[config.mk]
export PLATFORM = sky130hd
export DESIGN_NAME = ble_tx_sequencer
export DESIGN_NICKNAME = d
export VERILOG_FILES = /design/src/rtl/ble_tx_sequencer.sv
export SDC_FILE = /design/constraint.sdc
export NUM_CORES = 1
export LEC_CHECK = 0
export BUFFER_PORTS_ARGS = -buffer_cell sky130_fd_sc_hd__buf_2
export CAP_MARGIN = 15
export CORE_ASPECT_RATIO = 0.7
export CORE_MARGIN = 4
export CORE_UTILIZATION = 30
export CTS_BUF_LIST = sky130_fd_sc_hd__clkbuf_4 sky130_fd_sc_hd__clkbuf_8
export DETAILED_ROUTE_END_ITERATION = 12
export SLEW_MARGIN = 20
export SYNTH_ARGS = -nofsm -noshare
export SYNTH_HDL_FRONTEND = slang
export SYNTH_SLANG_ARGS = --single-unit
[constraint.sdc]
create_clock -name clk -period 2.7 [get_ports clk]
set_clock_uncertainty 0.2 [all_clocks]
set_input_delay 0.54 -clock clk [delete_from_list [all_inputs] [get_ports clk]]
set_output_delay 0.54 -clock clk [all_outputs]
set_load 0.01 [all_outputs]
[src/rtl/ble_tx_sequencer.sv]
// BLE 1M uncoded packet sequencer: streams preamble, access address, whitened PDU
// and whitened CRC-24 one bit per modulator symbol, paced by mod_sym_done.
module ble_tx_sequencer (
    input  logic        clk,
    input  logic        rst_n,
    input  logic        tx_start,
    input  logic        tx_abort,
    input  logic [31:0] access_addr,
    input  logic [23:0] crc_init,
    input  logic [5:0]  chan_idx,
    input  logic        whiten_en,
    input  logic [7:0]  pdu_len,
    input  logic [7:0]  byte_data,
    input  logic        byte_valid,
    output logic        byte_ready,
    input  logic        mod_sym_done,
    output logic        mod_rst_n,
    output logic        mod_enable,
    output logic        mod_sym,
    output logic        busy,
    output logic        tx_done,
    output logic        underrun
);

    typedef enum logic [2:0] {
        ST_IDLE,
        ST_PRE,
        ST_AA,
        ST_PDU,
        ST_CRC
    } state_t;

    state_t      state_q, state_d;
    logic [7:0]  bit_cnt_q, bit_cnt_d;
    logic [31:0] aa_q, aa_d;
    logic [23:0] crc_q, crc_d;
    logic [6:0]  wh_q, wh_d;
    logic        wh_en_q, wh_en_d;
    logic [7:0]  len_q, len_d;
    logic [7:0]  fetch_cnt_q, fetch_cnt_d;
    logic [7:0]  byte_idx_q, byte_idx_d;
    logic [7:0]  hold_q, hold_d;
    logic        hold_full_q, hold_full_d;
    logic [7:0]  shift_q, shift_d;
    logic        byte_ready_q, byte_ready_d;
    logic        tx_done_q, tx_done_d;
    logic        underrun_q, underrun_d;

    logic        xfer;
    logic        wh_bit;
    logic        byte_last;
    logic        crc_fb;
    logic [6:0]  wh_step;
    logic [23:0] crc_step;

    always_ff @(posedge clk or negedge rst_n) begin
        if (!rst_n) begin
            state_q      <= ST_IDLE;
            bit_cnt_q    <= 8'd0;
            aa_q         <= 32'd0;
            crc_q        <= 24'd0;
            wh_q         <= 7'd0;
            wh_en_q      <= 1'b0;
            len_q        <= 8'd0;
            fetch_cnt_q  <= 8'd0;
            byte_idx_q   <= 8'd0;
            hold_q       <= 8'd0;
            hold_full_q  <= 1'b0;
            shift_q      <= 8'd0;
            byte_ready_q <= 1'b0;
            tx_done_q    <= 1'b0;
            underrun_q   <= 1'b0;
        end else begin
            state_q      <= state_d;
            bit_cnt_q    <= bit_cnt_d;
            aa_q         <= aa_d;
            crc_q        <= crc_d;
            wh_q         <= wh_d;
            wh_en_q      <= wh_en_d;
            len_q        <= len_d;
            fetch_cnt_q  <= fetch_cnt_d;
            byte_idx_q   <= byte_idx_d;
            hold_q       <= hold_d;
            hold_full_q  <= hold_full_d;
            shift_q      <= shift_d;
            byte_ready_q <= byte_ready_d;
            tx_done_q    <= tx_done_d;
            underrun_q   <= underrun_d;
        end
    end

    always_comb begin
        state_d      = state_q;
        bit_cnt_d    = bit_cnt_q;
        aa_d         = aa_q;
        crc_d        = crc_q;
        wh_d         = wh_q;
        wh_en_d      = wh_en_q;
        len_d        = len_q;
        fetch_cnt_d  = fetch_cnt_q;
        byte_idx_d   = byte_idx_q;
        hold_d       = hold_q;
        hold_full_d  = hold_full_q;
        shift_d      = shift_q;
        byte_ready_d = 1'b0;
        tx_done_d    = 1'b0;
        underrun_d   = 1'b0;

        xfer      = byte_valid && byte_ready_q;
        wh_step   = {wh_q[5:0], wh_q[6]} ^ (wh_q[6] ? 7'b0010000 : 7'b0000000);
        crc_fb    = crc_q[23] ^ shift_q[0];
        crc_step  = {crc_q[22:0], 1'b0} ^ (crc_fb ? 24'h00065B : 24'h000000);
        byte_last = ({1'b0, byte_idx_q} + 9'd1) == {1'b0, len_q};

        if (xfer) begin
            hold_d      = byte_data;
            hold_full_d = 1'b1;
            fetch_cnt_d = fetch_cnt_q + 8'd1;
        end

        if (tx_abort) begin
            state_d = ST_IDLE;
        end else begin
            case (state_q)
                ST_IDLE: begin
                    if (tx_start) begin
                        state_d     = ST_PRE;
                        bit_cnt_d   = 8'd0;
                        aa_d        = access_addr;
                        crc_d       = crc_init;
                        wh_d        = {chan_idx[0], chan_idx[1], chan_idx[2], chan_idx[3],
                                       chan_idx[4], chan_idx[5], 1'b1};
                        wh_en_d     = whiten_en;
                        len_d       = pdu_len;
                        fetch_cnt_d = 8'd0;
                        byte_idx_d  = 8'd0;
                    end
                end
                ST_PRE: begin
                    if (mod_sym_done) begin
                        if (bit_cnt_q == 8'd7) begin
                            state_d   = ST_AA;
                            bit_cnt_d = 8'd0;
                        end else begin
                            bit_cnt_d = bit_cnt_q + 8'd1;
                        end
                    end
                end
                ST_AA: begin
                    if (mod_sym_done) begin
                        if (bit_cnt_q != 8'd31) begin
                            bit_cnt_d = bit_cnt_q + 8'd1;
                        end else if (len_q == 8'd0) begin
                            state_d   = ST_CRC;
                            bit_cnt_d = 8'd0;
                        end else if (hold_full_q) begin
                            state_d     = ST_PDU;
                            bit_cnt_d   = 8'd0;
                            shift_d     = hold_q;
                            hold_full_d = 1'b0;
                            byte_idx_d  = 8'd0;
                        end else begin
                            state_d    = ST_IDLE;
                            underrun_d = 1'b1;
                        end
                    end
                end
                ST_PDU: begin
                    if (mod_sym_done) begin
                        crc_d = crc_step;
                        wh_d  = wh_step;
                        if (bit_cnt_q != 8'd7) begin
                            bit_cnt_d = bit_cnt_q + 8'd1;
                            shift_d   = {1'b0, shift_q[7:1]};
                        end else if (byte_last) begin
                            state_d   = ST_CRC;
                            bit_cnt_d = 8'd0;
                        end else if (hold_full_q) begin
                            bit_cnt_d   = 8'd0;
                            shift_d     = hold_q;
                            hold_full_d = 1'b0;
                            byte_idx_d  = byte_idx_q + 8'd1;
                        end else begin
                            state_d    = ST_IDLE;
                            underrun_d = 1'b1;
                        end
                    end
                end
                ST_CRC: begin
                    if (mod_sym_done) begin
                        wh_d  = wh_step;
                        crc_d = {crc_q[22:0], 1'b0};
                        if (bit_cnt_q == 8'd23) begin
                            state_d   = ST_IDLE;
                            tx_done_d = 1'b1;
                        end else begin
                            bit_cnt_d = bit_cnt_q + 8'd1;
                        end
                    end
                end
                default: state_d = ST_IDLE;
            endcase
        end

        // Ready is judged on the current holding state so it re-arms one cycle after a drain.
        if (state_d == ST_IDLE) begin
            hold_full_d = 1'b0;
        end else begin
            byte_ready_d = (state_q != ST_IDLE) && !hold_full_q && !xfer &&
                           (fetch_cnt_q < len_q);
        end
    end

    always_comb begin
        wh_bit = wh_en_q & wh_q[6];
        case (state_q)
            ST_PRE:  mod_sym = aa_q[0] ^ bit_cnt_q[0];
            ST_AA:   mod_sym = aa_q[bit_cnt_q[4:0]];
            ST_PDU:  mod_sym = shift_q[0] ^ wh_bit;
            ST_CRC:  mod_sym = crc_q[23] ^ wh_bit;
            default: mod_sym = 1'b0;
        endcase
    end

    assign busy       = (state_q != ST_IDLE);
    assign mod_enable = busy;
    assign mod_rst_n  = busy;
    assign byte_ready = byte_ready_q;
    assign tx_done    = tx_done_q;
    assign underrun   = underrun_q;

endmodule
==> flow_summary_export.csv <==
group,metric,value,unit
drt,wl,15700,um
placed_design,portBuffers,91,
grt,grt_pass1_wl,26000,um
final_layout,nNetsFinal,888,
final_layout,syn_to_final_growth,28.0,%
timing,final_hold_viol_count,0,
timing,fmax,319,MHz
status,violations,"negative setup slack",
synth,yosys_warnings,0,
synth,ys_ff_latch,119,
timing,tightest_slew,0.912,ns
timing,slew_viol_final,0,
pwr,p_per_area,566,nW/um^2
worst_setup_path,critPathMaxStageDelay,0.50,ns
synth,synth_top_area_cell,"dfrtp_1",
clock_tree,cts_buffers,17,
die,initial_core_util,30.9,%
worst_setup_path,cpMaxStageDelayCell,"mux4_2",
timing,slew_headroom,39.0,%
synth,synthCells,658,
placed_design,placed_area,7340,um^2
timing,fin_crit,3.13,ns
grt,grt_max_degree,57,
grt,grt_use_met3,3.77,%
final_layout,antenna_cells,0,
min_path,hp-class,"in -> reg",
placed_design,post-dp-hpwl,11400,um
synth,yosys-top-cells-count,"nand2_1 (139), dfrtp_1 (119), nor2_1 (68), a21oi_1 (45), clkbuf_1 (29)",
synth,synth.area.top_cells,"dfrtp_1 (48%), nand2_1 (8.4%), nor2_1 (4.1%)",
worst_setup_path,reg2regPathDepth,10,
worst_setup_path,path_cells,"buf_6 -> mux4_2 -> mux4_2 -> mux2i_2 -> o21ai_1 -> buf_2",
placed_design,pre_cts_ws,-0.0987,ns
grt,grt_overflow,0,
synth,seq_area_frac_synth,48.0,%
worst_setup_path,path_max_fanout,5,
job,max_cap_violations,0,
worst_setup_path,path_class,"reg -> out",
final_layout,drive_gt1_share,29.5,%
clock_tree,clk_pin_slew_worst_paths,0.08,ns
clock_tree,clk_latency,0.45,ns
grt,antenna_found_initial,0,
final_layout,postLayoutCellArea,7930,um^2
clock_tree,cts_tree,"yes",
worst_setup_path,cp_common_cell,"mux4_2",
timing,finalSetupViolations,1,
die,num_rows,43,
drt,drt-initial-drc-count,366,
synth,synth-edff-count,0,
drt,routed_via_density,4.78,
die,coreArea,20100,um^2
clock_tree,clockBufferDepth,2,
timing,fin_hold_ws,0.0703,ns
timing,finalSetupTns,-0.434,ns
drt,drc,0,
final_layout,fillers,2034,
synth,async_reset_ff_share,100,%
synth,synth_top_area_share,48.0,%
grt,grt_pass1_vias,5031,
drt,routedWlPerCell,14.6,um
synth,synth_nets,753,
pwr,p_leak,3.80,nW
placed_design,gp_congestion,0.859,
drt,ant_nets,0,
die,io_pins,92,
synth,synth_ff_type,"dfrtp_1",
worst_setup_path,worstPathArrival,2.39,ns
synth,syn_area,6200,um^2
die,die_h,128,um
drt,drtPass1Iterations,5,
timing,rsz0062_at_grt,"true",
grt,grt_usage,13.9,%
clock_tree,cts.sinks,119,
synth,syn_avg_cell_area,9.42,um^2
worst_setup_path,worstPathRequired,1.96,ns
grt,use_met2,20.0,%
pwr,ir_drop,0.000302,V
timing,setup_slack,-0.434,ns
worst_setup_path,cp-end-kind,"output port",
pwr,power,4.49,mW
clock_tree,root_buffer,"clkbuf_8",
die,dieArea,23100,um^2
min_path,worstHoldPathCells,3,
synth,synth_cell_types,60,
clock_tree,htreeDepth,4,
die,die_w,180,um
synth,synth.most_common_cell,"nand2_1",
grt,grt_util_met1,20.9,%
grt,busiest_layer,"met1",
worst_setup_path,startpoint_type,"register",
timing,period_share,116,%
drt,vias,5142,
status,status,"finished with violations",
==> report_power, final <==
group          total [mW]  switching (mW)  internal [mW]
logic               0.650           0.317          0.333
clock network        1.69           0.817          0.868
registers            2.16           0.155           2.00
total                4.49            1.29           3.20
==> kinds of logic (layout without fill, tap and decap cells) <==
| family | after synthesis | after routing | synth area share, % |
|---|---|---|---|
| muxes | 45 | 45 | 9.49 |
| DFF | 119 | 119 | 48.0 |
| and+or+nand+nor | 267 | 267 | 18.8 |
| AOI/OAI and AO/OA | 134 | 134 | 14.1 |
| adders and majority gates | 10 | 10 | 2.02 |
| xor gates and xnor gates | 25 | 25 | 3.53 |
| buffers and inverters | 58 | 206 | 4.00 |
==> metal layers <==
metal | vias to the layer above | wire (um)
li1 | 2566 | -
met1 | 2454 | 8130
met2 | 112 | 6800
met3 | 10 | 710
met4 | 0 | 102
met5 | - | 0
==> worst max-delay path, delay by kind of cell (launching register included) <==
family	cells	cell delay (ns)
flops	1	0.38
mux	3	1.20
compound gates	1	0.09
buf+inv	2	0.29
==> layout by cell type, fill, tap and decap left out, types with 10 or more instances in the layout <==
cell type / count
mux2_2: 10
xnor2_1: 15
nand2_1: 138
dfrtp_1: 119
a21oi_1: 44
o21ai_0: 23
buf_4: 59
xor2_1: 10
nor2_1: 65
mux4_2: 10
inv_1: 17
clkbuf_8: 18
mux2i_1: 24
buf_2: 90
==> sequential cells by signal, indices dropped and copies added, names as in the netlist <==
register,cells
wh_q,7
crc_q,24
fetch_cnt_q,8
len_q,8
wh_en_q,1
hold_q,8
tx_done,1
state_q,3
shift_q,8
byte_ready,1
hold_full_q,1
bit_cnt_q,8
byte_idx_q,8
aa_q,32
underrun,1
==> final timing paths <==
| check | start | end | slack [ns] |
|---|---|---|---|
| setup / recovery | bit_cnt_q[0] | mod_sym | -0.43 |
| hold / removal | access_addr[10] | aa_q[10] | 0.07 |
| setup reg to reg | bit_cnt_q[0] | byte_idx_q[5] | 0.08 |
| hold reg to reg | aa_q[27] | aa_q[27] | 0.28 |
| max in group asynchronous | rst_n | bit_cnt_q[5] | 1.40 |
| min in group asynchronous | rst_n | fetch_cnt_q[5] | 0.31 |
==> final cells by class <==
type	count	area (um^2)	share of cell area [%]
inverter	17	63.8	0.805
clock buffer	18	248	3.12
multi-input combinational	481	3130	39.4
sequential	119	2980	37.5
clock inverter	14	161	2.04
timing repair buffer	157	1020	12.8
tap	270	338	4.26
==> what timing repair did <==
item                                    in CTS  in global routing
buffers inserted                             1                  3
hold buffers                                 1                  0
endpoints found under the hold margin       16                  0
resized for setup                           10                 27
pin swaps                                    1                 10
endpoints found under the setup margin      15                 26
==> per-stage QoR <==
step | utilization [%] | cells
2_1_floorplan | - | 658
3_3_place_gp | 36.6 | 1039
3_5_place_dp | 36.6 | 1039
4_1_cts | 38.9 | 1073
5_1_grt | 39.5 | 1076
6_report | 39.5 | 1076
Note: power is estimated with default switching activity, not from simulation.
